File: src/rtl/bram_arbiter_pkg.sv
// Shared types and constants for the two-requester BRAM arbiter.
package bram_arbiter_pkg;

  localparam int NUM_REQ   = 2;
  localparam int BYTE_BITS = 8;

  typedef enum logic [1:0] {
    IDLE,
    ACCESS,
    WAIT,
    DONE
  } state_t;

endpackage

File: src/rtl/bram_arbiter_fsm.sv
// Access sequencer and grant selection for bram_arbiter.
// Define BRAM_ARBITER_FIXED_PRIO_EN for fixed priority (requester 0 wins ties).
module bram_arbiter_fsm
  import bram_arbiter_pkg::*;
(
  input  logic               clk,
  input  logic               reset,
  input  logic               clk_en,
  input  logic [NUM_REQ-1:0] pending,
  output logic               grant,
  output logic               access,
  output logic               capture,
  output logic [NUM_REQ-1:0] done
);

  state_t state;
  logic   pick;

`ifdef BRAM_ARBITER_FIXED_PRIO_EN
  assign pick = ~pending[0];
`else
  logic last;
  logic tie;

  // last only moves on a contested grant, so ties alternate
  assign tie  = &pending;
  assign pick = tie ? ~last : ~pending[0];
`endif

  always_ff @(posedge clk) begin
    if (reset) begin
      state   <= IDLE;
      grant   <= 1'b0;
      access  <= 1'b0;
      capture <= 1'b0;
      done    <= '0;
`ifndef BRAM_ARBITER_FIXED_PRIO_EN
      last    <= 1'b1;
`endif
    end else if (clk_en) begin
      access  <= 1'b0;
      capture <= 1'b0;
      done    <= '0;
      unique case (state)
        IDLE: begin
          if (|pending) begin
            state  <= ACCESS;
            grant  <= pick;
            access <= 1'b1;
`ifndef BRAM_ARBITER_FIXED_PRIO_EN
            if (tie) last <= pick;
`endif
          end
        end
        ACCESS: begin
          state   <= WAIT;
          capture <= 1'b1;
        end
        WAIT: begin
          state <= DONE;
          done  <= grant ? 2'b10 : 2'b01;
        end
        DONE: state <= IDLE;
        default: state <= IDLE;
      endcase
    end
  end

endmodule

File: src/rtl/bram_arbiter.sv
// Two-requester arbiter in front of a single-port BRAM (1-cycle read).
// Define BRAM_ARBITER_FIXED_PRIO_EN for fixed priority instead of round-robin.
module bram_arbiter
  import bram_arbiter_pkg::*;
#(
  parameter int ADDR_BITS = 10,
  parameter int DATA_BITS = BYTE_BITS
) (
  input  logic                               clk,
  input  logic                               reset,
  input  logic                               clk_en,
  input  logic [NUM_REQ-1:0]                 req_trigger,
  input  logic [NUM_REQ-1:0]                 req_wr,
  input  logic [NUM_REQ-1:0][ADDR_BITS-1:0]  req_addr,
  input  logic [NUM_REQ-1:0][DATA_BITS-1:0]  req_wdata,
  output logic [NUM_REQ-1:0]                 req_rdy,
  output logic [NUM_REQ-1:0]                 req_done,
  output logic [NUM_REQ-1:0][DATA_BITS-1:0]  req_rdata,
  output logic                               bram_en,
  output logic                               bram_we,
  output logic [ADDR_BITS-1:0]               bram_addr,
  output logic [DATA_BITS-1:0]               bram_wdata,
  input  logic [DATA_BITS-1:0]               bram_rdata
);

  logic [NUM_REQ-1:0]                pending;
  logic [NUM_REQ-1:0]                wr_q;
  logic [NUM_REQ-1:0][ADDR_BITS-1:0] addr_q;
  logic [NUM_REQ-1:0][DATA_BITS-1:0] wdata_q;
  logic                              grant;
  logic                              access;
  logic                              capture;

  bram_arbiter_fsm u_fsm (
    .clk     (clk),
    .reset   (reset),
    .clk_en  (clk_en),
    .pending (pending),
    .grant   (grant),
    .access  (access),
    .capture (capture),
    .done    (req_done)
  );

  assign req_rdy    = ~pending;
  assign bram_en    = access;
  assign bram_we    = access & wr_q[grant];
  assign bram_addr  = addr_q[grant];
  assign bram_wdata = wdata_q[grant];

  // a requester's latch is frozen while it is pending, so the
  // granted entry cannot change under an access in flight
  always_ff @(posedge clk) begin
    if (reset) begin
      pending   <= '0;
      wr_q      <= '0;
      addr_q    <= '0;
      wdata_q   <= '0;
      req_rdata <= '0;
    end else if (clk_en) begin
      for (int i = 0; i < NUM_REQ; i++) begin
        if (req_trigger[i] && !pending[i]) begin
          pending[i] <= 1'b1;
          wr_q[i]    <= req_wr[i];
          addr_q[i]  <= req_addr[i];
          wdata_q[i] <= req_wdata[i];
        end
        if (req_done[i]) pending[i] <= 1'b0;
      end
      if (capture && !wr_q[grant]) req_rdata[grant] <= bram_rdata;
    end
  end

endmodule

File: config.mk
export PLATFORM = sky130hd
export DESIGN_NAME = bram_arbiter
export DESIGN_NICKNAME = d
export VERILOG_FILES = /design/src/rtl/bram_arbiter_pkg.sv /design/src/rtl/bram_arbiter_fsm.sv /design/src/rtl/bram_arbiter.sv
export SDC_FILE = /design/constraint.sdc
export NUM_CORES = 1
export LEC_CHECK = 0
export ABC_AREA = 1
export ABC_CLOCK_PERIOD_IN_PS = 1400
export BUFFER_PORTS_ARGS = -buffer_cell sky130_fd_sc_hd__buf_4
export CAP_MARGIN = 5
export CORE_MARGIN = 4
export CORE_UTILIZATION = 47
export DETAILED_ROUTE_END_ITERATION = 12
export PLACE_DENSITY = 0.85
export SETUP_SLACK_MARGIN = 0.2
export SYNTH_ARGS = -nofsm -noshare
export SYNTH_HDL_FRONTEND = slang
export SYNTH_SLANG_ARGS = --single-unit
File: constraint.sdc
create_clock -name clk -period 1.4 [get_ports clk]
set_input_delay 0.28 -clock clk [delete_from_list [all_inputs] [get_ports clk]]
set_output_delay 0.28 -clock clk [all_outputs]
set_load 0.05 [all_outputs]
Yosys cells after proc, flatten, opt, wreduce, memory -nomap -nowiden
Index checks and enable logic that the tools add are counted.
- register bits: 64
- bits of input ports: 51
- logic and storage cells: 67
- order comparisons: 2
- eq/ne operators: 4
- muxes and demuxes: 21
- bitwise operators: 4
- reduce and logical (&&, ||, !) cells: 20
- operators by type and width (cell ; count):
    8-bit two-way mux ; 3
    10-bit two-way mux ; 2
    16-bit bitwise mux ; 1
    2-bit AND reduction ; 7
    1-bit two-way mux ; 10
    8-bit demux with 1-bit select ; 1
    2-bit one-hot mux with 4 select lines ; 1
    2-bit two-way mux ; 3
    5-bit AND reduction ; 1
    2-bit == test, second input constant ; 2
    1-bit logical AND ; 4
    2-bit nonzero test ; 2
    1-bit logical NOT ; 3
    3-bit AND reduction ; 1
    2-bit by 1-bit == test with 1-bit output, second input constant ; 1
    2-bit logical NOT ; 1
    1-bit by 2-bit < comparator with 1-bit output, second input constant ; 1
    2-bit by 1-bit inequality test with 1-bit output, second input constant ; 1
    1-bit NOT ; 2
    2-bit NOT ; 1
    2-bit OR reduction ; 1
    1-bit bitwise AND ; 1
    1-bit >= comparator, second input constant ; 1

Depth between registers and ports, before layout
Gate-level depths: netlist of the first run.
- depth in word-level cells: 5
- mapped depth: 7
- gate-level depth less buffers: 7

Cells and area by module
Synthesis of the first run repeated with hierarchy kept, for this count alone.
- cell total of the unflattened synthesis: 417
- area, all modules: 2897.8 um^2
- modules (own cells, without submodules) (module ; instances ; cells an instance ; area each (um^2) ; sequential area each (um^2)):
    bram_arbiter ; 1 ; 362 ; 2509.9 ; 1121.1
    bram_arbiter_fsm ; 1 ; 55 ; 387.9 ; 160.2

Least setup slack after synthesis of the first run
No wires, ideal clock.
- kind: register to output
- from: register u_fsm.access
- to: output port bram_we
- arrival time: 1851 ps
- path slack: -731 ps
- cell stages (with the launch flop): 2
- cells stage by stage: dfxtp_1 nor3b_1
- longest elaborated chain between the ends: 1
- RTL lines (element ; line ; RTL):
    start: declaration ; bram_arbiter_fsm.sv:11 ; output logic access,
    start signal: assignment ; bram_arbiter_fsm.sv:34 ; access <= 1'b0;
    start signal: assignment ; bram_arbiter_fsm.sv:41 ; access <= 1'b0;
    start signal: assignment ; bram_arbiter_fsm.sv:49 ; access <= 1'b1;
    1-bit bitwise AND ; bram_arbiter.sv:47 ; assign bram_we = access & wr_q[grant];
    end: declaration ; bram_arbiter.sv:20 ; output logic bram_we,
Every way passes these cells.

Worst setup path after layout of the first run
- from: register u_fsm.grant
- to: output port bram_we
- longest elaborated chain between the ends: 3
- RTL lines (element ; line ; RTL):
    start: declaration ; bram_arbiter_fsm.sv:10 ; output logic grant,
    start signal: assignment ; bram_arbiter_fsm.sv:48 ; grant <= pick;
    1-bit two-way mux (not written as such) (2 in series) ; bram_arbiter.sv:47 ;
    1-bit bitwise AND ; bram_arbiter.sv:47 ;
Every way passes these cells. The select of a mux whose other input is x is not followed.

==> results of run 1 <==
[flip-flops by register name, indices dropped and copies added (netlist names)]
register / count
pending: 2
req_rdata: 16
u_fsm.state: 2
u_fsm.done: 2
wdata_q: 16
u_fsm.capture: 1
u_fsm.last: 1
u_fsm.grant: 1
u_fsm.access: 1
addr_q: 20
wr_q: 2
[through the flow]
stage          hold slack, ps  power, µW  instance area [µm²]  TNS (ps)
6_report                  110       4450                 3940     -1880
5_1_grt                  99.0       4640                 3940     -2810
4_1_cts                  95.3       4420                 3840     -2500
3_5_place_dp              452       2920                 3530         0
3_3_place_gp              444       2900                 3530         0
2_1_floorplan             339       2610                 2750         0
[worst register-to-register path, cell delays in order, from the launching register on]
cell,delay [ps]
dfxtp_4,370
buf_6,140
nor2_4,140
nand2_2,150
inv_4,130
nor2_1,50
nor2_1,100
[power breakdown]
part           internal [µW]  total [µW]  leakage (µW)  switching (µW)
Combinational            404         991       0.00123             587
Clock                    787        1450     0.0000906             665
Sequential              1930        2010      0.000528            74.2
Total                   3120        4450       0.00185            1330
[worst min path at each step]
stage                        from           end  slack (ps)  cells past startpoint
finish                      reset  u_fsm.access         110                      2
global route                reset  u_fsm.access         100                      2
global placement    u_fsm.done[1]    pending[1]         440                      1
floorplan                   reset  u_fsm.access         340                      1
detailed placement  u_fsm.done[1]    pending[1]         450                      1
CTS                         reset  u_fsm.access         100                      2
[per-layer routing]
layer / global-route usage (%) / vias to the layer above
met4: 8.02 / 0
li1: - / 1364
met1: 24.6 / 1267
met5: 0 / -
met3: 7.33 / 10
met2: 38.0 / 97
[area by class of cell]
cell class	count	area, µm²
multi-input combinational	277	1330
fill	418	1330
sequential	64	1300
timing repair buffer	103	975
clock buffer	13	170
tap	70	87.6
inverter	14	65.1
clock inverter	2	12.5
[kinds of logic after synthesis]
logic type | Yosys count | share of synthesized area, %
AND/OR/NAND/NOR | 215 | 32.9
buffers and inverters | 31 | 5.52
flip-flops | 64 | 48.7
adder cells (fa/ha/maj) | 4 | 1.90
AO/OA/AOI/OAI | 58 | 11.0
[cell usage in the layout (no fill, tap or decap), drive strengths merged]
cell type / synthesis / layout
ha: 4 / 4
clkinv: 0 / 1
buf: 13 / 103
nand2: 80 / 80
nor2: 121 / 121
nor3b: 1 / 1
a21oi: 8 / 8
dfxtp: 64 / 64
nor3: 1 / 1
nand3b: 9 / 9
o21ai: 50 / 50
inv: 14 / 14
clkinvlp: 0 / 1
clkbuf: 4 / 13
nand3: 3 / 3
[repair_timing]
item | in CTS | in global routing
pin swaps | 0 | 0
endpoints found under the hold margin | 0 | 0
resized for setup | 37 | 32
setup buffers | 1 | 1
hold buffers | 0 | 0
endpoints found under the setup margin | 30 | 37
==> run metrics, run 1 <==
CP Launch Type=flop; first-pass GRT wire length=about 12000 µm; worst r2r src=u_fsm.grant; run status=finished, violations left; delay-heaviest family, CP=flip-flops; Max VDD drop=between 0.0006 and 0.0007 V; ys async rst share=0%; post-route clock skew=4.20 ps; endpoint class of the critical path=output pin; routability cong.=0.808; routed len/inst=roughly 14 µm; crit path to=bram_we; total track usage=~22%; Post-synth top flop=dfxtp_1; Synth top area share=between 40% and 50%; DR top layer=met4; commonest cells in the synthesized netlist=nor2_1 (118), nand2_1 (79), dfxtp_1 (64); clk_lat worst skew=about 340 ps; fin cells=around 540; most frequent CP cell=buf_6; placement row count=26; vias=approximately 2.7k; Pins Over Slew Limit=0; count of input and output buffers=90; hpwl dp=5070 µm; FF-to-FF End=req_rdata[3]; Slew @ Worst Pin=roughly 380 ps; RSZ-0062 raised after global routing=yes; pre-CTS WS=between 100 and 150 ps; sequential fraction of the synthesis area=48.7%; GRT overflow=0; Yosys warning count=0; largest net degree at the start of global routing=63; Worst Reg-to-Reg Cells=6; power per cell area=approximately 1100 nW/µm²; EDFF count, synth=0; Core Area=5270 µm²; Cell variety after synth=20; synthesized area=2630 µm²; final worst slack=-165 ps; Area contributors post-synth=dfxtp_1 (49%), nor2_1 (17%), nand2_1 (11%); Root Driver=clkbuf_8; Leak=roughly 0.0019 µW; Via-to-Cell Ratio=5.04; Die W=between 80 and 90 µm; vias in the first global route=about 2.8k; cts bufs inserted=9; met3 wire length=~500 µm; TritonCTS clock tree=done; met1 wire length=~3000 µm; R2R Setup Slk=260 ps; Starting Density=49.9%; #FFs+latches synth=between 60 and 70; Mean Syn Cell Area=approximately 7 µm²; final hold violations=0; Fmax=roughly 0.64 GHz; htree depth=3; First DRT Iteration DRCs=197; Inst Count DP=526; post-route ant nets=0; Max Cap Viol=0; Syn Inst Count=372; layout cell share with drive strength beyond 1=approximately a third; Crit. path cell count=4; Die Area=6860 µm²; die height=82.8 µm; slowest stage cell on the critical path=dfxtp_4; deepest clock path buffer count=2; DR WL met2=between 3000 and 4000 µm; fin crit period=approximately 1600 ps; Final setup viols=19; period utilisation layout=112%; # clock sinks=64; Synth Net Count=427; crit-path cells=buf_6 > nor2_4 > nor3b_4 > buf_6; WP buf/inv=2; WS Path Type=reg2out; count leader, synth=nor2_1; Critical Path RT=1120 ps; fin util=approximately three quarters; Layout Nets=524; area leader, netlist=dfxtp_1; Antenna Cells=0; # IOs=91; P&R area growth vs syn=49.9%; CTS clk-pin slew, worst paths=approximately 60 ps; initial antenna violation count=0; Worst Setup SP=u_fsm.grant; final WL=between 7000 and 8000 µm; CP max stage delay=380 ps; Critical Path AT=about 1300 ps; drt first pass iters=4; failing checks=setup timing; Hold Path Class=in2reg; Max Fanout on Critical Path=7; drc violations=0; worst relative slew slack=approximately three quarters
(Power assumes the default switching activity.)
==> run 2, diff against run 1 <==
- ABC_AREA: 1 -> default
- SETUP_SLACK_MARGIN: 0.2 -> default
==> run 2 against run 1 <==
The flow still finishes with violations (setup timing). Register-to-register slack lost 210 ps. Synthesized cell count decreased by 18%. Clock skew rose by 7.7 ps. Via count down 11%. Cell count fell by 13%. First-iteration DRC count decreased by 48%. Critical endpoint is now bram_wdata[2]. Highest routed layer unchanged.
==> run metrics, run 2 <==
run status=finished, violations left; failing checks=setup timing; Antenna Cells=0; Max VDD drop=0.000668 V; Layout Nets=approximately 450; WS Path Type=reg2out; routed len/inst=between 15 and 20 µm; WP buf/inv=2; Mean Syn Cell Area=roughly 8.6 µm²; CTS clk-pin slew, worst paths=70 ps; period utilisation layout=117%; Final setup viols=19; Inst Count DP=454; Yosys warning count=0; worst relative slew slack=between 70% and 80%; Final Cell Area=approximately 3800 µm²; final worst slack=-244 ps; Critical Path AT=about 1400 ps; final hold violations=0; # clock sinks=64; count leader, synth=nand2_1; post-route clock skew=between 10 and 15 ps; sequential fraction of the synthesis area=between 40% and 50%; setup_tns=-4440 ps; Syn Inst Count=around 300; area leader, netlist=dfxtp_1; Area contributors post-synth=dfxtp_1 (49%), nand2_1 (14%), a21oi_1 (10%); drt first pass iters=4; Root Driver=clkbuf_8; Worst Setup SP=u_fsm.grant; CP max stage delay=400 ps; Synth Net Count=between 300 and 400; slowest stage cell on the critical path=dfxtp_4; placement row count=26; top flop regs=addr_q (20), req_rdata (16), wdata_q (16); Critical Path RT=1120 ps; Hold Path Class=in2reg; Starting Density=50.0%; Max Fanout on Critical Path=5; commonest cells in the synthesized netlist=nand2_1 (97), dfxtp_1 (64), a21oi_1 (53); GRT overflow=0; delay-heaviest family, CP=flip-flops; First DRT Iteration DRCs=about 100; vias in the first global route=2465; worst r2r src=u_fsm.grant; count of input and output buffers=90; post-route ant nets=0; worst hold start=req_wdata[9]; deepest clock path buffer count=2; first-pass GRT wire length=about 12000 µm; WHS Path Cells=3; Worst Hold End=wdata_q[9]; pre-CTS WS=-11.7 ps; fin crit period=1640 ps; Worst Reg-to-Reg Cells=4; Die Area=6860 µm²; Pins Over Slew Limit=0; #FFs+latches synth=between 60 and 70; most frequent cells in the layout=nand2_1 (97), buf_4 (78), dfxtp_1 (61); Reg with most FFs=addr_q; layout cell share with drive strength beyond 1=36.2%; clk_lat worst skew=roughly 340 ps; htree depth=3; R2R Setup Slk=about 50 ps; Max Cap Viol=0; Via-to-Cell Ratio=5.16; Synth top area share=approximately half; most common cell after layout, fill and taps aside=nand2_1; EDFF count, synth=0; largest net degree at the start of global routing=27; P&R area growth vs syn=46.0%; FF-to-FF End=req_rdata[0]; Slew @ Worst Pin=~430 ps; power per cell area=roughly 1100 nW/µm²; vias=about 2.4k; routability cong.=approximately 0.73; Leak=0.00159 µW; Core Area=about 5300 µm²; RSZ-0062 raised after global routing=yes; final WL=7200 µm; initial antenna violation count=0; crit-path cells=clkbuf_16 > mux2_4 > buf_8; total track usage=between 20 and 25%; CP Launch Type=flop; Placed Instance Area=between 3000 and 4000 µm²; Fmax=approximately 0.61 GHz; Post-synth top flop=dfxtp_1; endpoint class of the critical path=output pin; drc violations=0; hpwl dp=4760 µm; # IOs=91; ys async rst share=0%; max FFs per register=20; die height=82.8 µm; fin cells=between 400 and 500; Die W=slightly above 80 µm; synthesized area=2630 µm²; cts bufs inserted=9; TritonCTS clock tree=done; Cell variety after synth=30
## run 2: worst reg2reg max path: stages, from the launching register on
cell	delay, ps
dfxtp_4	380
buf_4	160
and4bb_4	420
mux2i_1	220
nor2_1	60
## run 2: worst max path at each step
stage / cells past startpoint / end
floorplan: 3 / bram_addr[0]
global placement: 3 / bram_wdata[6]
detailed placement: 3 / bram_wdata[4]
CTS: 3 / bram_wdata[4]
global route: 4 / bram_we
finish: 3 / bram_wdata[2]
## run 2: final cells by class
cell class	count	area, µm²
well taps	70	87.6
flip-flops and latches	64	1290
repair buffers	102	953
clock inverters	3	42.5
inverters	5	18.8
fillers	392	1430
clock buffers	12	145
multi-input cells	215	1310
## run 2: where the power goes
| part | switching (µW) | internal (µW) |
|---|---|---|
| registers | 52.7 | 1890 |
| logic | 384 | 343 |
| clock network | 688 | 860 |
| total | 1120 | 3100 |
## run 2: through the flow
stage          util, %  power, µW  hold slack [ps]
2_1_floorplan        -       2370              416
3_3_place_gp      63.9       2590              438
3_5_place_dp      63.9       2610              448
4_1_cts           70.4       4190              170
5_1_grt           72.9       4370              172
6_report          72.9       4220              183
## run 2: kinds of logic (layout without fill, tap and decap cells)
kind of cell	count (synthesis)	after routing	synth area share, %
xor gates and xnor gates	1	1	0.333
DFF	64	64	48.7
and+or+nand+nor	123	123	20.2
adders and majority gates	4	4	1.90
AOI/OAI and AO/OA	59	59	11.9
buffers and inverters	26	122	5.47
muxes	28	28	11.5
## run 2: timing repair
| item | 4_1_cts | 5_1_grt |
|---|---|---|
| hold buffers | 0 | 0 |
| cloned | 0 | 1 |
| endpoints found under the setup margin | 19 | 40 |
| gates resized for setup | 39 | 30 |
| buffers inserted | 1 | 0 |
## run 2: routing by layer
layer	track usage (%)	vias to the layer above	routed length [µm]	share of wire, %
li1	-	1199	-	-
met1	25.0	1136	3060	42
met2	33.0	84	3430	48
met3	9.01	12	612	8.5
met4	6.24	0	98	1.4
met5	0	-	0	0
==> run 3, diff against run 2 <==
- CELL_PAD_IN_SITES_DETAIL_PLACEMENT: default -> 1
- CELL_PAD_IN_SITES_GLOBAL_PLACEMENT: default -> 2
- CORE_UTILIZATION: 47 -> 28
- PLACE_DENSITY: 0.85 -> 0.88
- SKIP_CTS_REPAIR_TIMING: default -> 1
==> run 3 against run 2 <==
The flow still finishes with violations (setup timing). Clock skew decreased by 1.9 ps. Cell count increased by 9.6%. Clock-buffer cell count decreased by 1. Critical path depth unchanged. Critical path type unchanged. Sequential cell count unchanged. Power increased by 4.6%. Worst setup slack got worse by 28 ps. Via count increased by 0.21%. First-iteration DRC count decreased by 48%. Highest routed layer unchanged. Cell area increased by 0.20%. Die area increased by 61%.
==> run metrics, run 3 (synthesized netlist as in run 2, its figures left out) <==
run status=finished, violations left; failing checks=setup timing; Worst Hold End=wr_q[1]; die height=roughly 100 µm; Seq pwr share=44.0%; fin cells=around 520; Critical Path RT=~1100 ps; clk_lat worst skew=roughly 340 ps; Placed Instance Area=between 3000 and 4000 µm²; Core Area=9200 µm²; # IOs=91; period utilisation layout=119%; vias in the first global route=roughly 2.5k; worst r2r src=u_fsm.grant; crit-path cells=clkbuf_16 > mux2_2 > buf_6; drt first pass iters=4; area of the multi-input gates=1240 µm²; Via-to-Cell Ratio=approximately 4.7; Antenna Cells=0; total track usage=about 15%; Die W=between 100 and 150 µm; final worst slack=-271 ps; first-pass GRT wire length=between 10000 and 15000 µm; RSZ-0062 raised after global routing=yes; First DRT Iteration DRCs=53; layout cell share with drive strength beyond 1=between 30% and 40%; Sw Share=about a quarter; CP Launch Type=flop; placement row count=35; final WL=a little under 8000 µm; routed len/inst=between 15 and 20 µm; CP max stage delay=between 300 and 400 ps; setup_tns=-4700 ps; fin util=between 40% and 50%; largest net degree at the start of global routing=36; P_int=3260 µW; Critical Path AT=between 1000 and 1500 ps; Max VDD drop=0.000411 V; Worst Reg-to-Reg Cells=5; R2R Setup Slk=0 ps; WS Path Type=reg2out; Max Cap Viol=0; post-route clock skew=between 10 and 15 ps; FF+latch area=1290 µm²; worst relative slew slack=roughly four fifths; FF-to-FF End=req_rdata[6]; Root Driver=clkbuf_8; routability cong.=slightly below 0.8; most frequent cells in the layout=nand2_1 (97), buf_4 (79), dfxtp_1 (61); Logic pwr share=between 10% and 20%; htree depth=3; Starting Density=28.6%; Die Area=~11000 µm²; Clock power frac=between 40% and 50%; # clock sinks=64; drc violations=0; post-route ant nets=0; WHS Path Cells=3; fill count=1121; cts bufs inserted=9; Pins Over Slew Limit=0; top flop regs=addr_q (20), req_rdata (16), wdata_q (16); P&R area growth vs syn=46.2%; Final setup viols=20; power per cell area=1150 nW/µm²; most common cell after layout, fill and taps aside=nand2_1; Layout Nets=approximately 460; max FFs per register=20; deepest clock path buffer count=2; Inst Count DP=between 400 and 500; GRT overflow=0; Slew @ Worst Pin=310 ps; Final Cell Area=about 3800 µm²; slowest stage cell on the critical path=dfxtp_4; Leak=approximately 0.0016 µW; Fmax=~0.6 GHz; fin crit period=between 1500 and 2000 ps; Max Fanout on Critical Path=10; switching pwr=approximately 1200 µW; Hold Path Class=in2reg; count of input and output buffers=90; endpoint class of the critical path=output pin; worst hold start=req_wr[1]; hpwl dp=5790 µm; Reg with most FFs=addr_q; TritonCTS clock tree=done; CTS clk-pin slew, worst paths=about 70 ps; initial antenna violation count=0; vias=between 2k and 2.5k; final hold violations=0
run 3: final cells by class:
class | count | share of cell area [%]
Tap cell | 111 | 3.61
Timing Repair Buffer | 105 | 24.3
Clock buffer | 11 | 3.67
Clock inverter | 5 | 2.08
Sequential cell | 64 | 33.6
Multi-Input combinational cell | 215 | 32.3
Inverter | 5 | 0.487
run 3: worst max-delay path by stage:
| stage | from | endpoint | slack, ps | cells past startpoint |
|---|---|---|---|---|
| 6_report | u_fsm.grant | bram_wdata[4] | -270 | 3 |
| 5_1_grt | u_fsm.grant | bram_wdata[4] | -330 | 3 |
| 4_1_cts | u_fsm.grant | bram_we | -370 | 4 |
| 3_5_place_dp | u_fsm.grant | bram_we | 20 | 4 |
| 3_3_place_gp | u_fsm.grant | bram_we | 30 | 4 |
| 2_1_floorplan | u_fsm.grant | bram_addr[0] | 9 | 3 |
run 3: power by group through the flow:
stage / logic [µW] / registers [µW] / clock network (µW)
after floorplan: 382 / 1990 / 0
after global placement: 654 / 1980 / 0
after detailed placement: 667 / 1980 / 0
after CTS: 670 / 1940 / 1820
after global routing: 760 / 1950 / 1920
final: 702 / 1940 / 1770
run 3: worst max-delay path: cells and delay by family, from the launching register on:
| family | cells | cell delay, ps |
|---|---|---|
| DFF | 1 | 380 |
| muxes | 1 | 340 |
| buffers and inverters | 2 | 320 |
run 3: metal layers:
| layer | track usage, % | wire [µm] |
|---|---|---|
| met1 | 17.3 | 3420 |
| met2 | 24.7 | 4000 |
| met5 | 0 | 0 |
| met3 | 5.68 | 442 |
| met4 | 3.66 | 96 |
run 3: stage by stage:
stage	total power (µW)	hold slack [ps]	setup WS [ps]
after floorplan	2370	416	9.31
after global placement	2630	443	28.2
after detailed placement	2650	448	22.8
after CTS	4430	170	-366
after global routing	4630	166	-330
final	4420	189	-271
